## src/rtl/param_sram.sv

```systemverilog
`default_nettype none
// ============================================================================
// Module      : param_sram
// Description : Single-port SRAM with byte-lane write enables, registered read
//               data and a self-clearing sweep that fills every word with
//               CLR_VAL after reset. Optional macro SRAM_OUT_REG_EN adds one
//               output register stage (read latency 2 instead of 1).
// Revision    : 1.0 - initial release
// ============================================================================
module param_sram #(
  parameter int                DATA_W  = 16,
  parameter int                ADDR_W  = 6,
  parameter logic [DATA_W-1:0] CLR_VAL = '0
) (
  input  logic                 i_clk,
  input  logic                 i_rst_n,
  input  logic                 i_ce,
  input  logic                 i_rw,
  input  logic [DATA_W/8-1:0]  i_be,
  input  logic [ADDR_W-1:0]    i_addr,
  input  logic [DATA_W-1:0]    i_data,
  output logic [DATA_W-1:0]    o_data,
  output logic                 o_valid,
  output logic                 o_busy
);

  localparam int                BE_W        = DATA_W / 8;
  localparam int                DEPTH       = 2 ** ADDR_W;
  localparam logic [ADDR_W-1:0] c_LAST_ADDR = '1;

  typedef enum logic [0:0] {
    CLEAR = 1'b0,
    READY = 1'b1
  } state_t;

  state_t              state_q;
  logic [ADDR_W-1:0]   sweep_q;
  logic [DATA_W-1:0]   mem_q [DEPTH];
  logic [DATA_W-1:0]   rdata_q;
  logic [DATA_W-1:0]   rdata_d;
  logic                rvalid_q;
  logic                wr_en;
  logic                rd_en;

  // User accesses are only honoured once the clear sweep has finished
  assign wr_en = (state_q == READY) && i_ce && !i_rw;
  assign rd_en = (state_q == READY) && i_ce &&  i_rw;

  // Controller: walk every address once in CLEAR, then settle in READY
  always_ff @(posedge i_clk or negedge i_rst_n) begin
    if (!i_rst_n) begin
      state_q <= CLEAR;
      sweep_q <= '0;
    end else if (state_q == CLEAR) begin
      sweep_q <= sweep_q + ADDR_W'(1);
      if (sweep_q == c_LAST_ADDR) begin
        state_q <= READY;
      end
    end
  end

  // Storage array: sweep writes whole words, user writes are per byte lane.
  // The array itself carries no reset; the sweep establishes its contents.
  always_ff @(posedge i_clk) begin
    if (state_q == CLEAR) begin
      mem_q[sweep_q] <= CLR_VAL;
    end else if (wr_en) begin
      for (int k = 0; k < BE_W; k++) begin
        if (i_be[k]) begin
          mem_q[i_addr][8*k +: 8] <= i_data[8*k +: 8];
        end
      end
    end
  end

  // Next read data: new word on an accepted read, otherwise hold
  always_comb begin
    rdata_d = rdata_q;
    if (rd_en) begin
      rdata_d = mem_q[i_addr];
    end
  end

  // First read stage: registered data plus one-cycle valid pulse
  always_ff @(posedge i_clk or negedge i_rst_n) begin
    if (!i_rst_n) begin
      rdata_q  <= '0;
      rvalid_q <= 1'b0;
    end else begin
      rdata_q  <= rdata_d;
      rvalid_q <= rd_en;
    end
  end

`ifdef SRAM_OUT_REG_EN
  logic [DATA_W-1:0] dly_data_q;
  logic              dly_valid_q;

  // Extra output stage: delays data and valid together, still one read/cycle
  always_ff @(posedge i_clk or negedge i_rst_n) begin
    if (!i_rst_n) begin
      dly_data_q  <= '0;
      dly_valid_q <= 1'b0;
    end else begin
      dly_data_q  <= rdata_q;
      dly_valid_q <= rvalid_q;
    end
  end

  assign o_data  = dly_data_q;
  assign o_valid = dly_valid_q;
`else
  assign o_data  = rdata_q;
  assign o_valid = rvalid_q;
`endif

  assign o_busy = (state_q == CLEAR);

endmodule
`default_nettype wire

```

## config.mk

```make
export PLATFORM = sky130hd
export DESIGN_NAME = param_sram
export DESIGN_NICKNAME = d
export VERILOG_FILES = /design/src/rtl/param_sram.sv
export SDC_FILE = /design/constraint.sdc
export NUM_CORES = 1
export LEC_CHECK = 0
export CAP_MARGIN = 10
export CORE_MARGIN = 2
export CORE_UTILIZATION = 30
export DETAILED_ROUTE_END_ITERATION = 6
export HOLD_SLACK_MARGIN = 0.08
export PLACE_DENSITY = 0.53
export SYNTH_ARGS = -nofsm -noshare
export SYNTH_HDL_FRONTEND = slang
export SYNTH_SLANG_ARGS = --single-unit
```

## constraint.sdc

```tcl
create_clock -name i_clk -period 2.41 [get_ports i_clk]
set_clock_uncertainty 0.15 [all_clocks]
set_input_delay 0.3615 -clock i_clk [delete_from_list [all_inputs] [get_ports i_clk]]
set_output_delay 0.3615 -clock i_clk [all_outputs]
set_load 0.02 [all_outputs]
```

Word level (Yosys, flattened, before mapping)
Memories as Yosys holds them, arrays and structs flattened. A register that Yosys moved wholly into a read port is not among the register bits.
Index checks and enable logic that the tools add are counted.
{"block": "classes", "bitwise": 1, "reduce_logical": 6, "addsub": 1, "muxes": 14, "n_eq_ne": 1}
{"cell": "$mux 16", "n": 1}
{"cell": "$reduce_or 16->1", "n": 1}
{"cell": "$mux 1", "n": 11}
{"cell": "$add 6x1->6 const B", "n": 1}
{"cell": "$eq 6x6->1 const B", "n": 1}
{"cell": "$mux 6", "n": 1}
{"cell": "$logic_and 1x1->1", "n": 3}
{"cell": "$logic_not 1->1", "n": 2}
{"cell": "$mux 2", "n": 1}
{"cell": "$not 1->1", "n": 1}
{"block": "word_totals", "register_bits": 8, "memories": 1, "wordCells": 27, "mem_bits_rw": 1024, "output_inout_bits": 18}
{"name": "mem_q", "words": 64, "width": 16, "rd": 1, "rd_clocked_by_memory_dff": 1, "wr": 1, "line_no": "38", "rtl": "logic [DATA_W-1:0] mem_q [DEPTH];"}

Logic depth before layout (Yosys ltp)
Gate-level depths: netlist of run 1.
{"block": "logic_depth", "depth_word": 7, "mapped_depth": 10}

Worst setup path after synthesis of run 1
No wires, ideal clock.
{"block": "synth_timing", "path_kind": "input to register", "startpoint": "in i_rw", "endpoint": "mem mem_q[0][10], data pin", "path_stages": 6, "path_slack_ns": -0.374, "arrival_ns": 2.266, "n_path_buf": 3, "cell_sequence": "and2b_1 o211a_1 buf_2 clkbuf_1 clkbuf_1 and2_1"}
{"block": "synth_via", "elab_chain_len": 7, "elab_cells_between_ends": 10}
{"item": "from (decl)", "line_no": "18", "rtl": "input logic i_rw,"}
{"item": "$logic_not 1->1 *", "line_no": "46", "rtl": "assign wr_en = (state_q == READY) && i_ce && !i_rw;"}
{"item": "$logic_and 1x1->1 *", "line_no": "46"}
{"item": "$mux 1", "line_no": "67", "rtl": "end else if (wr_en) begin"}
{"item": "$mux 1", "line_no": "65", "rtl": "if (state_q == CLEAR) begin"}
{"item": "$mux 1 (not written as such)", "line_no": "70", "rtl": "mem_q[i_addr][8*k +: 8] <= i_data[8*k +: 8];"}
{"item": "$reduce_or 16->1 (no source line) *"}
{"item": "$mux 16 (no source line) *"}
{"item": "to (decl)", "line_no": "38"}
Every way passes the cells marked *; elsewhere a longest branch is shown, timed or not.

==> metrics.csv, run 1 <==
metric;value;unit
ff2ff_path_depth;7;
cp_cell_sequence;mux4_2 > o22ai_1 > a211oi_1 > a31oi_2 > buf_4 > nand3_1 > a221o_1;
cts_tree;built;
postLayoutCellArea;50800;µm²
status;finished, final reports clean;
drtAntennaViolNets;0;
comb_power_share;2.9;%
syn_area;41100;µm²
dpl-instance-area;46900;µm²
fin_crit;2360;ps
synth_edf_count;1024;
cpLargestDelayFamily;compound AO/OA/AOI/OAI gates;
crit_cells;7;
cts_buffers;100;
worst_slew_pin_slew;699;ps
slew_headroom;53.0;%
avgViaCountPerCell;4.95;
power.switching;7.36;mW
syn_area_per_cell;19.1;µm²
p_sw_share;20.0;%
ys_warn_count;0;
crit_type;flop to flop;
crit_arrival;2790;ps
intPower;29.4;mW
initial_core_util;30.3;%
p_clk_share;43.6;%
crit_slowest_cell;mux4_2;
worstPathMaxFanout;2;
path_buf_inv;1;
grt_pass1_wl;154000;µm
firstDrtPassIters;5;
drv_cap;0;
syn_to_final_growth;23.7;%
layout.area.seq;31400;µm²
die_y;374;µm
ctsRootBufferMaster;clkbuf_16;
fillerInstances;12300;
hold_path_depth;3;
max_stage_delay;540;ps
vias;21700;
sequentialPowerShare;53.5;%
required;2840;ps
yosysSeqAreaShare;76.3;%
drc;0;
synth_top_area_cell;edfxtp_1;
synth-main-ff-cell;edfxtp_1;
start_kind;flop;
cts.sinks;1048;
core_area;136000;µm²
cts_max_path_buffers;3;
synth_cell_types;37;
layout-drive-gt1-share;31.4;%
r2r_start;mem_q[19][15]$_DFFE_PP_;
routedWlPerCell;24.4;µm
ys_ff_latch;1048;
pin_count;46;
r2r-end;o_data[15]$_DFFE_PN0P_;
whs;207;ps
finalHoldViolations;0;
worstHoldStart;i_rw;
cellPowerDensity;724;nW/µm²
io_buffer_count;45;
peakVddDrop;0.553;mV
p_leak;14.5;nW
dp.cells;4183;
synth_cells;2147;
finalNetCount;2539;
die_w;374;µm
fin_crit_sh;98.0;%
place.gp.congestion;0.790;
dp_hpwl;73100;µm
ys_async_sr_fraction;2.29;%
rows;135;
fp.dieArea;140000;µm²
wl;107000;µm
cp-end-kind;flop;
regToRegSetupSlack;50;ps
synth_most_common_cell;edfxtp_1;
maxSlewViolCount;0;
min_path_type;input port to flop;
final_cells;4376;
min_to;o_valid$_DFF_PN0_;
synthTopCellsByCount;edfxtp_1 (1,024), mux2i_1 (226), mux4_2 (144), nor2_1 (134), a22oi_1 (80);
drt_iter0_markers;2033;
grt_usage;15.0;%
yosys-top-cells-area;edfxtp_1 (75%), mux4_2 (7.9%), mux2i_1 (5.5%), a22oi_1 (1.5%), dfrtp_1 (1.5%);
synth_fp_nets;2176;
clk_pin_slew;60;ps
cts-htree-levels;3;
finalSetupViolCount;0;
rsz0062_at_grt;true;
insertion_delay;690;ps
overflow;0;
grt_max_degree;36;
fmax;423;MHz
antenna_found_initial;3;
multi_input_area;9510;µm²
synth_top_area_share;74.8;%
grt_pass1_vias;22200;
==> through the flow <==
stage          setup WS (ps)   TNS, ps  utilization (%)  total power [mW]
2_1_floorplan           -186   -120320                -              20.7
3_3_place_gp           -1650  -1145570             34.6              21.1
3_5_place_dp           -1010   -965710             34.6              21.1
4_1_cts                -81.6     -1320             37.2              37.1
5_1_grt                -45.7     -1170             37.5              37.8
6_report                47.2         0             37.5              36.8
==> cell usage in the layout, fill, tap and decap left out, types with 5 or more instances in the layout <==
master,n
clkbuf_1,12
nor3_1,17
nand2b_1,13
or2_4,11
a21oi_1,18
a22oi_1,80
mux2_2,49
buf_6,23
buf_12,89
edfxtp_1,1024
dfrtp_1,24
inv_1,5
nand3_1,52
buf_4,246
mux2i_1,225
nor2_2,31
a221o_1,16
a31oi_2,7
o22ai_1,31
and2_2,17
nor2_1,79
nand2_1,58
a31oi_1,15
clkdlybuf4s50_1,38
clkinvlp_4,10
mux4_2,144
clkbuf_16,104
clkinv_2,18
nor2_4,24
bufinv_16,12
a32o_1,16
a211oi_1,16
clkinv_1,19
==> worst reg2reg max path: stages (launching register included) <==
cell	delay [ps]
edfxtp_1	350
mux4_2	540
o22ai_1	220
a211oi_1	120
a31oi_2	310
buf_4	170
nand3_1	70
a221o_1	320
==> layout make-up <==
cell class | count | area share (%)
repair buffers | 402 | 8.52
flip-flops and latches | 1048 | 61.7
diodes | 2 | 0.00985
clock buffers | 118 | 5.26
inverters | 6 | 0.0443
well taps | 1781 | 4.39
multi-input cells | 952 | 18.7
clock inverters | 67 | 1.36
==> flip-flops by register name (all words and copies together) (netlist names) <==
name and count:
mem_q 1024, o_data 16, sweep_q 6, o_valid 1, state_q 1
==> power by group through the flow <==
stage,Sequential (mW),Combinational [mW],Clock [mW]
after detailed placement,20.1,1.06,0
after global placement,20.1,1.05,0
final,19.7,1.06,16.0
after floorplan,20.1,0.577,0
after CTS,19.7,1.06,16.3
after global routing,19.7,1.12,17.0
==> kinds of logic after synthesis <==
| group | count (synthesis) | synth area share [%] |
|---|---|---|
| compound gates | 206 | 3.68 |
| xor+xnor | 5 | 0.107 |
| fa+ha+maj | 1 | 0.0304 |
| buf+inv | 147 | 1.63 |
| flops | 1048 | 76.3 |
| mux | 419 | 14.7 |
| simple gates | 321 | 3.51 |
==> worst max-delay path by stage <==
stage,startpoint,to,slack [ps]
after floorplan,i_rw,mem_q[22][0]$_DFFE_PP_,-190
after global placement,i_rw,mem_q[42][6]$_DFFE_PP_,-1650
after detailed placement,i_rw,mem_q[58][10]$_DFFE_PP_,-1010
after CTS,i_rw,mem_q[6][1]$_DFFE_PP_,-80
after global routing,i_ce,mem_q[37][7]$_DFFE_PP_,-50
final,mem_q[19][15]$_DFFE_PP_,o_data[15]$_DFFE_PN0P_,50
==> per-layer routing <==
layer | up-vias | GRT usage, % | routed length [µm]
met2 | 727 | 24.4 | 51300
met1 | 11400 | 20.7 | 46600
met5 | - | 0 | 13
met4 | 2 | 4.45 | 2160
met3 | 139 | 2.48 | 6900
li1 | 9422 | - | -
==> what timing repair did <==
| item | in CTS | in global routing |
|---|---|---|
| setup endpoints to repair | 599 | 933 |
| hold buffers | 1 | 0 |
| endpoints found under the hold margin | 24 | 0 |
| setup buffers | 0 | 5 |
| pin swaps | 0 | 3 |
| resized for setup | 43 | 84 |
Power figures use the tool's default switching activity.
==> inputs of run 2 (changes only) <==
CAP_MARGIN = default   (was 10)
==> metrics.csv, run 2 (synthesis results as in run 1) <==
metric;value;unit;change
status;finished, final reports clean;;unchanged
cts_buffers;101;;was 100
p_leak;14.4;nW;was 14.5 nW
grt_pass1_vias;22300;;was 22.2k
grt_usage;15.0;%;about the same
path_buf_inv;0;;was 1
hold_path_depth;3;;unchanged
fin_crit;2410;ps;was 2360 ps
cts_max_path_buffers;3;;unchanged
drtAntennaViolNets;0;;unchanged
final_common_cell;edfxtp_1;;unchanged
place.gp.congestion;0.790;;unchanged
firstDrtPassIters;5;;unchanged
ctsRootBufferMaster;clkbuf_16;;unchanged
antenna_cells;0;;was 2
grt_pass1_wl;155000;µm;was 154,000 µm
fp.dieArea;140000;µm²;unchanged
io_buffer_count;45;;unchanged
drt_iter0_markers;2157;;was 2,033
syn_to_final_growth;23.0;%;was 23.7%
dp_worst_setup_slack;-1640;ps;was -1010 ps
ff2ff_path_depth;6;;was 7
min_path_type;input port to flop;;unchanged
pin_count;46;;unchanged
layout-drive-gt1-share;30.7;%;was 31.4%
drv_cap;0;;unchanged
grt_max_degree;36;;unchanged
comb_power_share;2.9;%;about the same
overflow;0;;unchanged
die_w;374;µm;unchanged
crit_cells;6;;was 7
p_sw_share;20.2;%;was 20.0%
cp_cell_sequence;mux4_2 > o22ai_1 > a211oi_1 > a31oi_1 > nand3_1 > a221o_1;;was mux4_2 > o22ai_1 > a211oi_1 > a31oi_2 > buf_4 > nand3_1 > a221o_1
slew_headroom;53.8;%;was 53.0%
maxSlewViolCount;0;;unchanged
antenna_found_initial;1;;was 3
peakVddDrop;0.525;mV;was 0.553 mV
power;36.2;mW;was 36.8 mW
fmax;416;MHz;was 423 MHz
power.switching;7.30;mW;was 7.36 mW
crit_slowest_cell;mux4_2;;unchanged
crit_type;flop to flop;;unchanged
vias;21500;;was 21.7k
worstHoldStart;i_rw;;unchanged
core_area;136000;µm²;unchanged
setup_ws;4.77;ps;was 47.2 ps
cp-end-kind;flop;;unchanged
finalSetupViolCount;0;;unchanged
worstPathMaxFanout;1;;was 2
cts.sinks;1048;;unchanged
cpLargestDelayFamily;compound AO/OA/AOI/OAI gates;;unchanged
worst_slew_pin_slew;688;ps;was 699 ps
finalNetCount;2537;;was 2,539
wl;107000;µm;about the same
routedWlPerCell;24.4;µm;about the same
insertion_delay;690;ps;about the same
initial_core_util;30.3;%;unchanged
layout_common_cells;edfxtp_1 (1,024), buf_4 (255), mux2i_1 (225);;was edfxtp_1 (1,024), buf_4 (246), mux2i_1 (225)
regToRegSetupSlack;5;ps;was 50 ps
cellPowerDensity;716;nW/µm²;was 724 nW/µm²
finalHoldViolations;0;;unchanged
required;2810;ps;was 2840 ps
fin_crit_sh;99.8;%;was 98.0%
rows;135;;unchanged
p_clk_share;42.6;%;was 43.6%
top_register;mem_q;;unchanged
cts_tree;built;;unchanged
cts-htree-levels;3;;unchanged
intPower;28.9;mW;was 29.4 mW
start_kind;flop;;unchanged
clk_pin_slew;60;ps;about the same
die_y;374;µm;unchanged
avgViaCountPerCell;4.92;;was 4.95
r2r_start;mem_q[16][3]$_DFFE_PP_;;was mem_q[19][15]$_DFFE_PP_
worstSetupStartpoint;mem_q[16][3]$_DFFE_PP_;;was mem_q[19][15]$_DFFE_PP_
largest_reg_flops;1024;;unchanged
sequentialPowerShare;54.4;%;was 53.5%
drc;0;;unchanged
dp_hpwl;73100;µm;about the same
crit_arrival;2810;ps;was 2790 ps
max_stage_delay;460;ps;was 540 ps
==> run 2: cell types whose count changed in the layout (fill, tap and decap cells not counted), moves of 3 or more <==
cell / before / now
buf_6: 23 / 11
nor2_1: 79 / 85
clkbuf_1: 12 / 20
bufinv_16: 12 / 8
buf_4: 246 / 255
nor2_4: 24 / 18
clkinvlp_4: 10 / 7
==> run 2: repair_timing <==
item / CTS / global route
pin swaps: 0 / 2
endpoints found under the setup margin: 591 / 932
gates resized for setup: 48 / 55
hold endpoints to repair: 24 / 0
setup buffers: 0 / 3
hold buffers: 1 / 0
==> run 2: stage by stage <==
stage	instances	hold slack, ps	area [µm²]	utilization, %	setup TNS [ps]
finish	4370	215	50500	37.3	0
global route	4370	235	50500	37.3	-5.15
CTS	4367	174	50300	37.1	0
detailed placement	4182	359	46900	34.6	-1129800
global placement	4182	353	46900	34.6	-1145570
floorplan	2147	-84.1	41100	-	-120320
==> run 2: path summary, 6_finish.rpt <==
path	endpoint
worst max-delay path	o_data[3]$_DFFE_PN0P_
worst min-delay path	o_valid$_DFF_PN0_
worst max register to register	o_data[3]$_DFFE_PN0P_
worst min register to register	sweep_q[4]$_DFFE_PN0N_
max in group asynchronous	o_data[4]$_DFFE_PN0P_
min in group asynchronous	sweep_q[0]$_DFFE_PN0N_
==> run 2: tightest hold or removal path: stages <==
cell and delay [ps]:
clkdlybuf4s50_1 420, nand3_1 120, inv_1 100
==> run 2: layout make-up <==
type | count | area [µm²]
clock buffer | 123 | 2650
clock inverter | 61 | 557
fill | 12300 | 85100
inverter | 6 | 22.5
multi-input combinational | 952 | 9470
sequential | 1048 | 31400
tap | 1781 | 2230
timing repair buffer | 399 | 4260
==> run 2: power by group through the flow <==
| stage | Combinational (mW) | Sequential, mW | Clock, mW |
|---|---|---|---|
| floorplan | 0.577 | 20.1 | 0 |
| global placement | 1.05 | 20.1 | 0 |
| detailed placement | 1.06 | 20.1 | 0 |
| CTS | 1.06 | 19.7 | 15.7 |
| global route | 1.12 | 19.7 | 16.4 |
| finish | 1.06 | 19.7 | 15.4 |
==> run 2: routing by layer <==
metal,track usage (%),part of all wire [%],vias to the layer above
li1,-,-,9407
met2,24.8,48,668
met5,0,0.012,-
met3,2.23,5.4,140
met1,20.6,44,11300
met4,4.23,2.1,2
